### src/rtl/pipeline_hazard_if.sv
// rtl/pipeline_hazard_if.sv - decode/execute hazard inputs and IF/ID sequencing outputs
interface pipeline_hazard_if #(
    parameter int PERF_W = 32
) ();
    logic [4:0]        id_rs;
    logic [4:0]        id_rt;
    logic              id_use_rs;
    logic              id_use_rt;
    logic              id_branch;
    logic              id_mdu;
    logic              id_mfhilo;
    logic              ex_reg_write;
    logic              ex_mem_read;
    logic [4:0]        ex_write_addr;
    logic              mem_mem_read;
    logic [4:0]        mem_write_addr;
    logic              branch_taken;
    logic              jump;
    logic              pc_write;
    logic              if_id_write;
    logic              if_id_flush;
    logic              id_ex_flush;
    logic              mdu_start;
    logic              mdu_busy;
    logic [PERF_W-1:0] perf_stall_cnt;

    modport master (
        output id_rs, id_rt, id_use_rs, id_use_rt, id_branch, id_mdu, id_mfhilo,
               ex_reg_write, ex_mem_read, ex_write_addr, mem_mem_read, mem_write_addr,
               branch_taken, jump,
        input  pc_write, if_id_write, if_id_flush, id_ex_flush, mdu_start, mdu_busy,
               perf_stall_cnt
    );

    modport slave (
        input  id_rs, id_rt, id_use_rs, id_use_rt, id_branch, id_mdu, id_mfhilo,
               ex_reg_write, ex_mem_read, ex_write_addr, mem_mem_read, mem_write_addr,
               branch_taken, jump,
        output pc_write, if_id_write, if_id_flush, id_ex_flush, mdu_start, mdu_busy,
               perf_stall_cnt
    );
endinterface

### src/rtl/pipeline_hazard_ctrl.sv
// rtl/pipeline_hazard_ctrl.sv - IF/ID advance/stall/flush control for load-use, branch and MDU hazards
module pipeline_hazard_ctrl #(
    parameter int MDU_CYCLES = 32,
    parameter int CNT_W      = 6,
    parameter int PERF_W     = 32
) (
    input  logic             clk,
    input  logic             rst,
    pipeline_hazard_if.slave hz
);
    typedef enum logic {IDLE = 1'b0, BUSY = 1'b1} state_t;

    state_t            state_q, state_d;
    logic [CNT_W-1:0]  cnt_q, cnt_d;
    logic [PERF_W-1:0] perf_q;
    logic              ex_match, mem_match;
    logic              h_lu, h_br1, h_br2;
    logic              data_stall, mdu_stall, stall;

    // $0 is hardwired zero, so a write to it can never feed a consumer
    always_comb begin
        ex_match   = (hz.ex_write_addr != 5'd0) &&
                     ((hz.id_use_rs && (hz.ex_write_addr == hz.id_rs)) ||
                      (hz.id_use_rt && (hz.ex_write_addr == hz.id_rt)));
        mem_match  = (hz.mem_write_addr != 5'd0) &&
                     ((hz.id_use_rs && (hz.mem_write_addr == hz.id_rs)) ||
                      (hz.id_use_rt && (hz.mem_write_addr == hz.id_rt)));
        h_lu       = hz.ex_mem_read && ex_match;
        h_br1      = hz.id_branch && hz.ex_reg_write && ex_match;
        h_br2      = hz.id_branch && hz.mem_mem_read && mem_match;
        data_stall = h_lu || h_br1 || h_br2;
        mdu_stall  = (state_q == BUSY) && (hz.id_mdu || hz.id_mfhilo);
        stall      = data_stall || mdu_stall;
    end

    always_ff @(posedge clk or posedge rst) begin
        if (rst) begin
            state_q <= IDLE;
            cnt_q   <= '0;
        end else begin
            state_q <= state_d;
            cnt_q   <= cnt_d;
        end
    end

    always_comb begin
        state_d = state_q;
        cnt_d   = cnt_q;
        case (state_q)
            IDLE: begin
                if (hz.id_mdu && !data_stall) begin
                    state_d = BUSY;
                    cnt_d   = CNT_W'(MDU_CYCLES - 1);
                end
            end
            BUSY: begin
                cnt_d = cnt_q - CNT_W'(1);
                if (cnt_q == CNT_W'(1)) begin
                    state_d = IDLE;
                end
            end
            default: begin
                state_d = IDLE;
                cnt_d   = '0;
            end
        endcase
    end

    // Reset forces a squash of both pipeline registers and freezes the PC
    always_comb begin
        hz.pc_write    = !rst && !stall;
        hz.if_id_write = !rst && !stall;
        hz.if_id_flush = rst || (!stall && (hz.branch_taken || hz.jump));
        hz.id_ex_flush = rst || stall;
        hz.mdu_start   = !rst && (state_q == IDLE) && hz.id_mdu && !data_stall;
        hz.mdu_busy    = !rst && (state_q == BUSY);
    end

    always_ff @(posedge clk or posedge rst) begin
        if (rst) begin
            perf_q <= '0;
        end else if (stall && (perf_q != {PERF_W{1'b1}})) begin
            perf_q <= perf_q + PERF_W'(1);
        end
    end

    assign hz.perf_stall_cnt = perf_q;
endmodule
### src/flat_wrapper.sv
// flat-port wrapper written by rule: the top's interface ports become plain ports
module pipeline_hazard_ctrl_flat 
#(
    parameter int MDU_CYCLES = 32,
    parameter int CNT_W      = 6,
    parameter int PERF_W     = 32
)
  (clk, rst, hz_id_rs, hz_id_rt, hz_id_use_rs, hz_id_use_rt, hz_id_branch, hz_id_mdu, hz_id_mfhilo, hz_ex_reg_write, hz_ex_mem_read, hz_ex_write_addr, hz_mem_mem_read, hz_mem_write_addr, hz_branch_taken, hz_jump, hz_pc_write, hz_if_id_write, hz_if_id_flush, hz_id_ex_flush, hz_mdu_start, hz_mdu_busy, hz_perf_stall_cnt);
  pipeline_hazard_if #(.PERF_W(PERF_W)) hz_i ();
  input  logic clk;
  input  logic rst;
  input wire logic [$bits(hz_i.id_rs)-1:0] hz_id_rs;
  input wire logic [$bits(hz_i.id_rt)-1:0] hz_id_rt;
  input wire logic [$bits(hz_i.id_use_rs)-1:0] hz_id_use_rs;
  input wire logic [$bits(hz_i.id_use_rt)-1:0] hz_id_use_rt;
  input wire logic [$bits(hz_i.id_branch)-1:0] hz_id_branch;
  input wire logic [$bits(hz_i.id_mdu)-1:0] hz_id_mdu;
  input wire logic [$bits(hz_i.id_mfhilo)-1:0] hz_id_mfhilo;
  input wire logic [$bits(hz_i.ex_reg_write)-1:0] hz_ex_reg_write;
  input wire logic [$bits(hz_i.ex_mem_read)-1:0] hz_ex_mem_read;
  input wire logic [$bits(hz_i.ex_write_addr)-1:0] hz_ex_write_addr;
  input wire logic [$bits(hz_i.mem_mem_read)-1:0] hz_mem_mem_read;
  input wire logic [$bits(hz_i.mem_write_addr)-1:0] hz_mem_write_addr;
  input wire logic [$bits(hz_i.branch_taken)-1:0] hz_branch_taken;
  input wire logic [$bits(hz_i.jump)-1:0] hz_jump;
  output wire logic [$bits(hz_i.pc_write)-1:0] hz_pc_write;
  output wire logic [$bits(hz_i.if_id_write)-1:0] hz_if_id_write;
  output wire logic [$bits(hz_i.if_id_flush)-1:0] hz_if_id_flush;
  output wire logic [$bits(hz_i.id_ex_flush)-1:0] hz_id_ex_flush;
  output wire logic [$bits(hz_i.mdu_start)-1:0] hz_mdu_start;
  output wire logic [$bits(hz_i.mdu_busy)-1:0] hz_mdu_busy;
  output wire logic [$bits(hz_i.perf_stall_cnt)-1:0] hz_perf_stall_cnt;
  assign hz_i.id_rs = hz_id_rs;
  assign hz_i.id_rt = hz_id_rt;
  assign hz_i.id_use_rs = hz_id_use_rs;
  assign hz_i.id_use_rt = hz_id_use_rt;
  assign hz_i.id_branch = hz_id_branch;
  assign hz_i.id_mdu = hz_id_mdu;
  assign hz_i.id_mfhilo = hz_id_mfhilo;
  assign hz_i.ex_reg_write = hz_ex_reg_write;
  assign hz_i.ex_mem_read = hz_ex_mem_read;
  assign hz_i.ex_write_addr = hz_ex_write_addr;
  assign hz_i.mem_mem_read = hz_mem_mem_read;
  assign hz_i.mem_write_addr = hz_mem_write_addr;
  assign hz_i.branch_taken = hz_branch_taken;
  assign hz_i.jump = hz_jump;
  assign hz_pc_write = hz_i.pc_write;
  assign hz_if_id_write = hz_i.if_id_write;
  assign hz_if_id_flush = hz_i.if_id_flush;
  assign hz_id_ex_flush = hz_i.id_ex_flush;
  assign hz_mdu_start = hz_i.mdu_start;
  assign hz_mdu_busy = hz_i.mdu_busy;
  assign hz_perf_stall_cnt = hz_i.perf_stall_cnt;
  pipeline_hazard_ctrl #(.MDU_CYCLES(MDU_CYCLES), .CNT_W(CNT_W), .PERF_W(PERF_W)) u_core (.clk(clk), .rst(rst), .hz(hz_i));
endmodule
### config.mk
export PLATFORM = sky130hd
export DESIGN_NAME = pipeline_hazard_ctrl_flat
export DESIGN_NICKNAME = d
export VERILOG_FILES = /design/src/rtl/pipeline_hazard_if.sv /design/src/rtl/pipeline_hazard_ctrl.sv /design/src/flat_wrapper.sv
export SDC_FILE = /design/constraint.sdc
export NUM_CORES = 1
export LEC_CHECK = 0
export CAP_MARGIN = 10
export CORE_MARGIN = 5
export CORE_UTILIZATION = 40
export CTS_CLUSTER_SIZE = 25
export DETAILED_ROUTE_END_ITERATION = 12
export PLACE_DENSITY = 0.73
export SLEW_MARGIN = 20
export SYNTH_ARGS = -nofsm -noshare
export SYNTH_HDL_FRONTEND = slang
export SYNTH_SLANG_ARGS = --single-unit
export TNS_END_PERCENT = 50
### constraint.sdc
create_clock -name clk -period 3.5 [get_ports clk]
set_input_delay 1.05 -clock clk [delete_from_list [all_inputs] [get_ports clk]]
set_output_delay 1.05 -clock clk [all_outputs]
set_load 0.01 [all_outputs]
* Word level (Yosys, flattened, before mapping) *
Cells that the tools add are included.

word-level totals
  word-level logic and storage cells = 52
  register bits = 39
  input bits = 32

cells by class
  bitwise operators = 1
  $add $sub $neg = 2
  eq/ne operators = 7
  reductions and logical operators = 34
  mux-type cells = 5

operators with widths
  operator                 number
  $add A32 B1 Y32 const B  1
  $ne A32 B32 Y1 const B   1
  $eq A5 B5 Y1             4
  $logic_and A1 B1 Y1      20
  $pmux W6 S2              1
  $reduce_bool A5 Y1       2
  $logic_or A1 B1 Y1       9
  $eq A6 B1 Y1 const B     1
  $mux W6                  1
  $sub A6 B1 Y6 const B    1
  $logic_not A1 Y1         3
  $mux W1                  2
  $ne A2 B1 Y1 const B     1
  $pmux W1 S2              1
  $not A1 Y1               1

* Longest topological paths before layout *
  depth after elaboration = 11
  depth in mapped cells = 8
  gate-level depth less buffers = 7

* Least setup slack after synthesis *
Ideal clock, no wire load.

  path kind = input -> output
  start = in hz_mem_write_addr[1]
  end = out hz_pc_write
  stages on the path = 7
  data arrival time = 2.771 ns
  setup slack = -0.321 ns
  path through = or3_1 -> o311a_1 -> a221oi_4 -> buf_2 -> nand2_1 -> inv_1 -> buf_4

on the way
  cells in the longest elaborated chain, start to end = 9
  elaborated cells between the ends (all ways) = 12
  those cells by class = eq/ne (2); reduce/logical (10)

ends and longest elaborated chain
  what                                           line                                                    source
  from (decl)                                    flat_wrapper.sv:23                                      input wire logic [$bits(hz_i.mem_write_addr)-1:0] hz_mem_write_addr;
  $eq A5 B5 Y1, on equally long branches         pipeline_hazard_ctrl.sv:26, pipeline_hazard_ctrl.sv:27
  $logic_and A1 B1 Y1, on equally long branches  pipeline_hazard_ctrl.sv:26, pipeline_hazard_ctrl.sv:27
  $logic_or A1 B1 Y1                             pipeline_hazard_ctrl.sv:26                              ((hz.id_use_rs && (hz.mem_write_addr == hz.id_rs)) ||
  $logic_and A1 B1 Y1 (*)                        pipeline_hazard_ctrl.sv:25                              mem_match = (hz.mem_write_addr != 5'd0) &&
  $logic_and A1 B1 Y1 (*)                        pipeline_hazard_ctrl.sv:30                              h_br2 = hz.id_branch && hz.mem_mem_read && mem_match;
  $logic_or A1 B1 Y1 (*)                         pipeline_hazard_ctrl.sv:31                              data_stall = h_lu || h_br1 || h_br2;
  $logic_or A1 B1 Y1 (*)                         pipeline_hazard_ctrl.sv:33                              stall = data_stall || mdu_stall;
  $logic_not A1 Y1 (*)                           --
  $logic_and A1 B1 Y1 (*)                        --
  to (decl)                                      flat_wrapper.sv:26                                      output wire logic [$bits(hz_i.pc_write)-1:0] hz_pc_write;

Mark *: on every way between the ends. The rest lies on a longest branch, timed or not.

* Worst setup path in the final report *
  start = in hz_mem_write_addr[0]
  end = out hz_pc_write

on the way
  cells in the longest elaborated chain, start to end = 9
  elaborated cells between the ends (all ways) = 12
  those cells by class = eq/ne (2); reduce/logical (10)

ends and longest elaborated chain
  what                                           line                                                    source
  $eq A5 B5 Y1, on equally long branches         pipeline_hazard_ctrl.sv:26, pipeline_hazard_ctrl.sv:27
  $logic_and A1 B1 Y1, on equally long branches  pipeline_hazard_ctrl.sv:26, pipeline_hazard_ctrl.sv:27
  $logic_or A1 B1 Y1                             pipeline_hazard_ctrl.sv:26
  $logic_and A1 B1 Y1 (*)                        pipeline_hazard_ctrl.sv:25
  $logic_and A1 B1 Y1 (*)                        pipeline_hazard_ctrl.sv:30
  $logic_or A1 B1 Y1 (*)                         pipeline_hazard_ctrl.sv:31
  $logic_or A1 B1 Y1 (*)                         pipeline_hazard_ctrl.sv:33
  $logic_not A1 Y1 (*)                           pipeline_hazard_ctrl.sv:71                              hz.pc_write = !rst && !stall;
  $logic_and A1 B1 Y1 (*)                        pipeline_hazard_ctrl.sv:71

Marked as above.

==> metrics.md <==
| Metric | Value |
|---|---|
| Outcome | complete, but fails checks |
| Failing checks | negative setup slack |
| Placed Area | 0.00317 mm2 |
| Reg2reg start | u_core.hz.perf_stall_cnt[14] |
| Initial DRC Count | 78 |
| Ant diodes | 0 |
| Clock buffers created by TritonCTS | 5 |
| YS warnings | 0 |
| Layout area overhead | 42.2% |
| Count leader, synth | dfrtp_1 |
| IO Pins | 70 |
| DRC | 0 |
| Placement Rows | 27 |
| Overall power | 1.39 mW |
| CP Max Fanout | 3 |
| Main synth FF type | dfrtp_1 |
| Register area | 976 um2 |
| Total gr overflow | 0 |
| Net Count, Synth | 282 |
| Peak supply drop | 0.234 mV |
| Number of flops mapped to enable cells by yosys | 0 |
| Fill cells | approximately 520 |
| Layout Skew | 0.00502 ns |
| R2r endpoint | u_core.hz.perf_stall_cnt[1] |
| Register bit total from synthesis | 39 |
| Min-delay src | u_core.hz.perf_stall_cnt[26] |
| R2r setup slk | 1.28 ns |
| Vias per inst | 5.25 |
| List of most frequent post-synthesis cells | dfrtp_1 (39), xor2_1 (28), nand2_1 (25), xnor2_1 (20), nor3_1 (19) |
| Total of max-cap violations | 0 |
| Top post-synthesis cells by area | dfrtp_1 (42%), xor2_1 (11%), xnor2_1 (7.6%) |
| Clock root cell | clkbuf_8 |
| Syn avg cell area | 9.37 um2 |
| Starting Density | about two fifths |
| Data arrival, critical path | ~2.5 ns |
| Routed Antenna Nets | 0 |
| Synthesized area | 0.00231 mm2 |
| Largest area contributor in the netlist | dfrtp_1 |
| Setup TNS | -0.218 ns |
| Clock Path Buffers | 2 |
| Pins Over Slew Limit | 0 |
| Die area | about 0.0074 mm2 |
| WL final | roughly 6000 um |
| Final Hold Fails | 0 |
| Worst Setup Slack, final | -0.0625 ns |
| Clock Latency Late Sink | 0.28 ns |
| Vias in the first global route | 2168 |
| Top cell type's share of synthesized area | 42.2% |
| Via Count | 2115 |
| CP Class | in -> out |
| Avg WL per Cell | 15.0 um |
| Hold-fix buffers, CTS | 0 |
| CP Launch Type | input pin |
| Pre-antenna DRT Iters | 4 |
| Crit end category | output port |
| GPL Wtd Cong | approximately 0.84 |
| # setup viols final | 5 |
| Worst Hold Endpoint | u_core.hz.perf_stall_cnt[26] |
| Initial antenna violation count | 0 |
| Final Critical Period | between 3 and 4 ns |
| Final net count | about 370 |
| Final worst-path cycle share | 102% |
| Setup WS pre-CTS | -0.930 ns |
| P_leak | 1.48 nW |
| Hold Path Class | reg -> reg |
| CTS tree | built |
| Post-DP HPWL | 4510 um |
| Core Region | 0.00557 mm2 |
| Post-synth ARST share | between 90% and 100% |
| Global-route wire length before repair | 10100 um |
| PwrDens | 421 mW/mm2 |
| Pin count of the biggest net entering global routing | 32 |
| CP Data Required Time | 2.45 ns |
| Cells after synthesis | 247 |
| Post-route design area | 0.00329 mm2 |
| Worst slew pin tran | around 0.50 ns |
| Final Util | roughly three fifths |
| Netlist cell types | 40 |
| Worst-case reg-to-reg path depth | 7 |
| Tot GR Track Use | 17.1% |
| Worst relative slew slack | 65.9% |
| RSZ-0062 raised after global routing | true |
| Fraction of layout cells with a size suffix above 1 | 12.4% |
| H-Tree Depth | 2 |
| Post-synthesis sequential area ratio | between 40% and 50% |
| I/O Buffers | 69 |
| Die Y | 86.1 um |
| Clock sink count | 39 |
| Multi-input logic area | 0.00135 mm2 |
| FMAX | 281 MHz |
| Hold depth | 1 |
| Die width | ~86 um |
| CTS clk-pin slew, worst paths | ~0.060 ns |
power by group:
group	switching (mW)	internal, mW	leakage [nW]
sequential	0.105	0.538	0.505
clock	0.139	0.133	0.0371
combinational	0.212	0.260	0.934
sequential cells by signal, indices dropped and copies added (netlist names):
name / count
u_core.state_q: 1
u_core.hz.perf_stall_cnt: 32
u_core.cnt_q: 6
placed cells by master, fill, tap and decap left out, drive strengths merged, types with 2 or more instances in the layout:
cell type and n:
o22ai 2, nand3 11, nand2b 3, clkdlybuf4s50 44
mux2 2, dlygate4sd2 17, a221oi 2, nor2b 2
and3 2, xor2 28, and4 2, nand4 10
nor2 15, and2 5, nor3b 3, inv 8
nor4b 2, nand2 25, or2 2, buf 24
a22oi 2, xnor2 20, a21oi 8, or3 4
clkbuf 6, dfrtp 39, ha 3, nor3 19
nor4 10, o21ai 2
per-layer routing:
metal,track usage [%],wire (um),up-vias
met5,0,0,-
met4,5.04,60,0
met3,4.13,336,6
met2,27.0,2820,66
met1,23.1,2810,1007
li1,-,-,1036
cell families after synthesis:
kind of cell / count (synthesis) / share of synthesized area (%)
simple gates: 117 / 26.5
xor+xnor: 48 / 18.2
flops: 39 / 42.2
compound gates: 22 / 7.30
buf+inv: 15 / 2.86
mux: 3 / 1.41
fa+ha+maj: 3 / 1.62
worst max-delay path by stage:
stage,startpoint,endpoint,slack [ns]
floorplan,hz_mem_write_addr[1],hz_pc_write,-0.14
global route,hz_mem_write_addr[0],hz_mdu_start,-0.12
CTS,hz_mem_write_addr[0],hz_pc_write,-0.11
global placement,hz_mem_write_addr[1],hz_pc_write,-0.91
finish,hz_mem_write_addr[0],hz_pc_write,-0.06
detailed placement,hz_mem_write_addr[1],hz_pc_write,-0.93
through the flow:
| step | cells | hold slack [ns] |
|---|---|---|
| finish | 403 | 0.493 |
| global route | 403 | 0.519 |
| CTS | 402 | 0.497 |
| detailed placement | 394 | 0.483 |
| global placement | 394 | 0.481 |
| floorplan | 247 | 0.494 |
area by class of cell:
class | count | area share (%)
timing repair buffer | 85 | 23.5
clock buffer | 6 | 2.21
multi-input combinational | 193 | 41.0
inverter | 8 | 0.989
sequential | 39 | 29.7
tap | 72 | 2.74
critical path, stage by stage:
cell,delay [ns]
buf_6,0.09
or3_4,0.38
o311a_4,0.35
a221oi_4,0.28
buf_6,0.15
nand2_4,0.05
inv_4,0.06
buf_6,0.09
timing repair:
item                       in CTS  in global routing
resized for setup              62                  2
setup buffers                   2                  1
setup endpoints to repair       5                  5
pin swaps                      10                  5
(Power assumes the default switching activity.)
